## config.mk

```make
export PLATFORM = sky130hd
export DESIGN_NAME = adbg_cpu_port_arbiter
export DESIGN_NICKNAME = d
export VERILOG_FILES = /design/src/rtl/adbg_cpu_port_arbiter.sv
export SDC_FILE = /design/constraint.sdc
export NUM_CORES = 1
export LEC_CHECK = 0
export ABC_AREA = 1
export CORE_AREA = 2 2 125 127
export DETAILED_ROUTE_END_ITERATION = 10
export DIE_AREA = 0 0 127 129
export PLACE_DENSITY = 0.88
export SYNTH_ARGS = -nofsm -noshare
export SYNTH_HDL_FRONTEND = slang
export SYNTH_SLANG_ARGS = --single-unit
```

## constraint.sdc

```tcl
create_clock -name axi_aclk -period 5.8 [get_ports axi_aclk]
set_input_delay 1.16 -clock axi_aclk [delete_from_list [all_inputs] [get_ports axi_aclk]]
set_output_delay 1.16 -clock axi_aclk [all_outputs]
set_load 0.05 [all_outputs]
```

## src/rtl/adbg_cpu_port_arbiter.sv

```systemverilog
// Round-robin arbiter sharing one CPU debug-register port (stb/ack) among NB_REQ requesters.
// One transaction in flight; a watchdog completes hung transactions with an error response.
module adbg_cpu_port_arbiter #(
  parameter int unsigned NB_REQ         = 4,
  parameter int unsigned ADDR_WIDTH     = 16,
  parameter int unsigned DATA_WIDTH     = 32,
  parameter int unsigned TIMEOUT_CYCLES = 255,
  localparam int unsigned ID_W          = (NB_REQ > 1) ? $clog2(NB_REQ) : 1
) (
  input  logic                                 axi_aclk,
  input  logic                                 axi_aresetn,
  input  logic [NB_REQ-1:0]                    req_stb_i,
  input  logic [NB_REQ-1:0]                    req_we_i,
  input  logic [NB_REQ-1:0][ADDR_WIDTH-1:0]    req_addr_i,
  input  logic [NB_REQ-1:0][DATA_WIDTH-1:0]    req_data_i,
  output logic [NB_REQ-1:0]                    req_ack_o,
  output logic                                 req_err_o,
  output logic [DATA_WIDTH-1:0]                req_data_o,
  output logic                                 cpu_stb_o,
  output logic                                 cpu_we_o,
  output logic [ADDR_WIDTH-1:0]                cpu_addr_o,
  output logic [DATA_WIDTH-1:0]                cpu_data_o,
  input  logic [DATA_WIDTH-1:0]                cpu_data_i,
  input  logic                                 cpu_ack_i,
  output logic [ID_W-1:0]                      grant_id_o,
  output logic                                 busy_o
);

  localparam int unsigned CNT_W = (TIMEOUT_CYCLES > 1) ? $clog2(TIMEOUT_CYCLES) : 1;

  typedef enum logic [1:0] {
    S_IDLE = 2'd0,
    S_BUSY = 2'd1,
    S_RESP = 2'd2
  } state_t;

  state_t                 r_state;
  logic [CNT_W-1:0]       r_cnt;
  logic [ID_W-1:0]        r_last_grant;

  state_t                 w_state_nxt;
  logic [CNT_W-1:0]       w_cnt_nxt;
  logic [ID_W-1:0]        w_last_nxt;
  logic [ID_W-1:0]        w_pick;
  logic                   w_timeout;
  logic [NB_REQ-1:0]      w_req_ack_nxt;
  logic                   w_req_err_nxt;
  logic [DATA_WIDTH-1:0]  w_req_data_nxt;
  logic                   w_cpu_stb_nxt;
  logic                   w_cpu_we_nxt;
  logic [ADDR_WIDTH-1:0]  w_cpu_addr_nxt;
  logic [DATA_WIDTH-1:0]  w_cpu_data_nxt;
  logic [ID_W-1:0]        w_grant_nxt;

  // First requesting index after the previous winner, wrapping modulo NB_REQ.
  function automatic logic [ID_W-1:0] rr_pick(input logic [NB_REQ-1:0] stb,
                                              input logic [ID_W-1:0]   last);
    logic             found;
    logic [ID_W-1:0]  pick;
    int unsigned      idx;
    found = 1'b0;
    pick  = '0;
    for (int unsigned i = 1; i <= NB_REQ; i++) begin
      idx = (32'(last) + i) % NB_REQ;
      if (!found && stb[ID_W'(idx)]) begin
        found = 1'b1;
        pick  = ID_W'(idx);
      end
    end
    return pick;
  endfunction

  assign w_pick    = rr_pick(req_stb_i, r_last_grant);
  assign w_timeout = (TIMEOUT_CYCLES != 0) && (r_cnt == CNT_W'(TIMEOUT_CYCLES - 1));

  // Next-state and next-output logic; every output is registered below.
  always_comb begin
    w_state_nxt    = r_state;
    w_cnt_nxt      = r_cnt;
    w_last_nxt     = r_last_grant;
    w_req_ack_nxt  = '0;
    w_req_err_nxt  = req_err_o;
    w_req_data_nxt = req_data_o;
    w_cpu_stb_nxt  = 1'b0;
    w_cpu_we_nxt   = cpu_we_o;
    w_cpu_addr_nxt = cpu_addr_o;
    w_cpu_data_nxt = cpu_data_o;
    w_grant_nxt    = grant_id_o;
    case (r_state)
      S_IDLE: begin
        if (|req_stb_i) begin
          w_state_nxt    = S_BUSY;
          w_cnt_nxt      = '0;
          w_cpu_stb_nxt  = 1'b1;
          w_cpu_we_nxt   = req_we_i[w_pick];
          w_cpu_addr_nxt = req_addr_i[w_pick];
          w_cpu_data_nxt = req_data_i[w_pick];
          w_grant_nxt    = w_pick;
          w_last_nxt     = w_pick;
        end
      end
      S_BUSY: begin
        if (cpu_ack_i) begin
          w_state_nxt    = S_RESP;
          w_req_data_nxt = cpu_data_i;
          w_req_err_nxt  = 1'b0;
        end else if (w_timeout) begin
          w_state_nxt    = S_RESP;
          w_req_data_nxt = '1;
          w_req_err_nxt  = 1'b1;
        end else begin
          w_cnt_nxt     = r_cnt + 1'b1;
          w_cpu_stb_nxt = 1'b1;
        end
      end
      S_RESP: begin
        w_state_nxt               = S_IDLE;
        w_cnt_nxt                 = '0;
        w_req_ack_nxt[grant_id_o] = 1'b1;
      end
      default: begin
        w_state_nxt = S_IDLE;
        w_cnt_nxt   = '0;
      end
    endcase
  end

  // State, counter and registered outputs.
  always_ff @(posedge axi_aclk or negedge axi_aresetn) begin
    if (!axi_aresetn) begin
      r_state      <= S_IDLE;
      r_cnt        <= '0;
      r_last_grant <= ID_W'(NB_REQ - 1);
      req_ack_o    <= '0;
      req_err_o    <= 1'b0;
      req_data_o   <= '0;
      cpu_stb_o    <= 1'b0;
      cpu_we_o     <= 1'b0;
      cpu_addr_o   <= '0;
      cpu_data_o   <= '0;
      grant_id_o   <= '0;
      busy_o       <= 1'b0;
    end else begin
      r_state      <= w_state_nxt;
      r_cnt        <= w_cnt_nxt;
      r_last_grant <= w_last_nxt;
      req_ack_o    <= w_req_ack_nxt;
      req_err_o    <= w_req_err_nxt;
      req_data_o   <= w_req_data_nxt;
      cpu_stb_o    <= w_cpu_stb_nxt;
      cpu_we_o     <= w_cpu_we_nxt;
      cpu_addr_o   <= w_cpu_addr_nxt;
      cpu_data_o   <= w_cpu_data_nxt;
      grant_id_o   <= w_grant_nxt;
      busy_o       <= (w_state_nxt != S_IDLE);
    end
  end

endmodule

```

==> metrics <==
synth warn=0; Post-synth ARST share=100%; Post-Syn Area=5870 µm²; Reg-to-Reg End=cpu_addr_o[0]; WL/cell=16.2 µm; worst skew pair latency=0.35 ns; CP arrival=4.37 ns; 1st-pass router iterations=5; switching pwr=3.66 mW; routability-driven placement congestion ratio=0.875; Largest delay share family, worst path=simple AND/OR/NAND/NOR gates; post-route setup TNS=0 ns; cell repeated most along the worst path=nand2_1; GRT Util Overall=25.1%; final hold vios=0; Flop pwr share=19.1%; share of layout cells above drive strength 1=3.93%; LEAKAGE=4.29 nW; CTS buffer count=9; port bufs=324; Top FF cell, synth=dfrtp_1; Max Fclk=245 MHz; FF/Latch Area=2550 µm²; Hold/Removal Path Class=flop to flop; Commonest cells post-synth=277 x nand2_1, 254 x nand3_1, 100 x dfrtp_1, 40 x o21ai_0, 38 x nor2_1; Die X=127 µm; synthesized area per cell=7.04 µm²; Final period util=70.3%; CORE AREA=15,000 µm²; CTS clk-pin slew, worst paths=0.07 ns; CP Max Fanout=99; cells after synthesis=834; Clk network pwr share=10.5%; Setup crit start=req_stb_i[3]; top cell type's share of synthesized area=42.6%; overall power=6.64 mW; Max VDD drop=0.404 mV; Area Growth Syn to Fin=61.5%; Slew @ Worst Pin=1.04 ns; max_cap viols=0; multi-input logic area=2960 µm²; Sw Share=55.2%; pre-CTS WS=1.44 ns; # resized after CTS=0; Unique masters post-synth=29; Fin Clk Skew=0.00743 ns; fillers=1,307; setup ws final=1.72 ns; Die Y-Extent=129 µm; WP buf/inv=2; Yosys top cell by area=dfrtp_1; Post-synth EDFFs=0; Int Power=2.97 mW; FF+latch count, synth=102; Area contributors post-synth=dfrtp_1 43%, nand3_1 22%, nand2_1 18%, o21ai_0 3.4%, nor2_1 2.4%; TritonCTS clock tree=yes; reg2reg setup slack=2.25 ns; Slew Viols, Final=0; Final Setup Violations=0; hold_buf cts=0; Critical Path Start Type=input port; die area=16,400 µm²; fin util=63.3%; r2r startpoint=r_last_grant[0]; routed wire length=21,100 µm; H-tree Lvls=3; Final nets=1,351; Crit-path slowest cell=nand2_4; vias per cell=5.30; worst stage delay on the critical path=1.06 ns; remaining routing DRC violations=0; post-route ant nets=0; cell depth of the worst hold path=2; Initial Util=39.2%; post-CTS setup buffers=0; vias in the first global route=6,666; worst setup path end=cpu_addr_o[0]; root buffer cell=clkbuf_16; critical path class=input port to flop; CTS max path bufs=2; Critical Path RT=6.09 ns; unrepaired setup endpoints after global routing=no; FP Rows=45; pwr dens=700 nW/µm²; largest net degree at the start of global routing=100; R2R depth=12; sequential share of the synthesized area=43.5%; first-pass GRT wire length=32,900 µm; Mapped Nets=1,071; status=complete, no violations; initial antenna violation count=1; drt first-iter violations=491; cell chain of the critical path=clkdlybuf4s50_1, inv_1, nand2_1, nand3_1, nand2_1, nor2_4, nand4_4, nand2_4, nand2_1, nand3_1, nand3_1, nand2_1; WP depth=12; clock sinks=102; GR Overflow Total=0; final critical-path required period=4.08 ns; DR vias=6,937; Slew headroom=30.6%; combinational power share=70.4%; DPL Wire Length=15,000 µm; IO Count=325; CP Capture Type=flop; count leader, synth=nand2_1
-- worst min-delay path, delay by kind of cell, from the launching register on --
kind,cells,cell delay (ns)
DFF,1,0.34
AOI/OAI and AO/OA,1,0.06
and+or+nand+nor,1,0.05
-- cell usage in the layout (no fill, tap or decap), drive strengths merged --
| cell type | Yosys | layout |
|---|---|---|
| a21oi | 5 | 5 |
| buf | 36 | 9 |
| bufinv | 0 | 3 |
| clkbuf | 27 | 9 |
| clkdlybuf4s50 | 0 | 323 |
| clkinv | 2 | 3 |
| dfrtp | 100 | 100 |
| dfstp | 2 | 2 |
| diode | 0 | 1 |
| ha | 2 | 2 |
| inv | 20 | 23 |
| nand2 | 283 | 283 |
| nand3 | 255 | 255 |
| nand4 | 3 | 3 |
| nor2 | 39 | 39 |
| nor3 | 10 | 10 |
| nor4 | 3 | 3 |
| o21ai | 42 | 42 |
| o21bai | 1 | 1 |
| o31ai | 2 | 2 |
| xnor2 | 1 | 1 |
| xor2 | 1 | 1 |
-- logic make-up after synthesis --
group | Yosys count | share of synthesized area [%]
xor+xnor | 2 | 0.298
compound gates | 50 | 4.58
fa+ha+maj | 2 | 0.426
buf+inv | 85 | 6.61
simple gates | 593 | 44.6
flops | 102 | 43.5
-- layer usage --
| layer | vias up | global-route usage [%] | routed length, µm |
|---|---|---|---|
| met4 | 0 | 9.70 | 710 |
| met2 | 325 | 43.8 | 10400 |
| met5 | - | 0 | 0 |
| met1 | 3227 | 29.0 | 8280 |
| li1 | 3331 | - | - |
| met3 | 54 | 7.61 | 1770 |
-- per-stage QoR --
stage | instances | cell area [µm²] | hold WS, ns
final | 1308 | 9480 | 0.481
after global routing | 1308 | 9480 | 0.505
after floorplan | 834 | 5870 | 0.455
after detailed placement | 1291 | 9130 | 0.466
after CTS | 1307 | 9480 | 0.485
after global placement | 1291 | 9130 | 0.461
-- sequential cells by signal, indices dropped and copies added (netlist names), 2 cells and up --
register	cells
req_data_o	32
r_cnt	8
r_state	2
cpu_addr_o	16
cpu_data_o	32
req_ack_o	4
r_last_grant	2
grant_id_o	2
-- worst min path at each step --
stage | startpoint | endpoint | slack [ns]
floorplan | r_cnt[3] | r_cnt[3] | 0.45
global placement | cpu_data_o[29] | cpu_data_o[29] | 0.46
detailed placement | cpu_data_o[9] | cpu_data_o[9] | 0.47
CTS | cpu_data_o[9] | cpu_data_o[9] | 0.49
global route | cpu_addr_o[12] | cpu_addr_o[12] | 0.51
finish | req_data_o[19] | req_data_o[19] | 0.48
-- area by class of cell --
class,instances,area share [%]
timing repair buffer,332,34.8
multi-input combinational,647,31.2
sequential,102,26.9
tap,188,2.48
clock buffer,9,2.38
clock inverter,7,1.27
inverter,22,0.871
antenna,1,0.0264
-- power groups by stage --
stage               sequential [mW]  combinational (mW)  clock [mW]
floorplan                      2.31                2.32           0
global placement               1.26                4.59           0
detailed placement             1.27                4.67           0
CTS                            1.27                4.68       0.717
global route                   1.31                5.07       0.748
finish                         1.27                4.67       0.698
(Power assumes the default switching activity.)
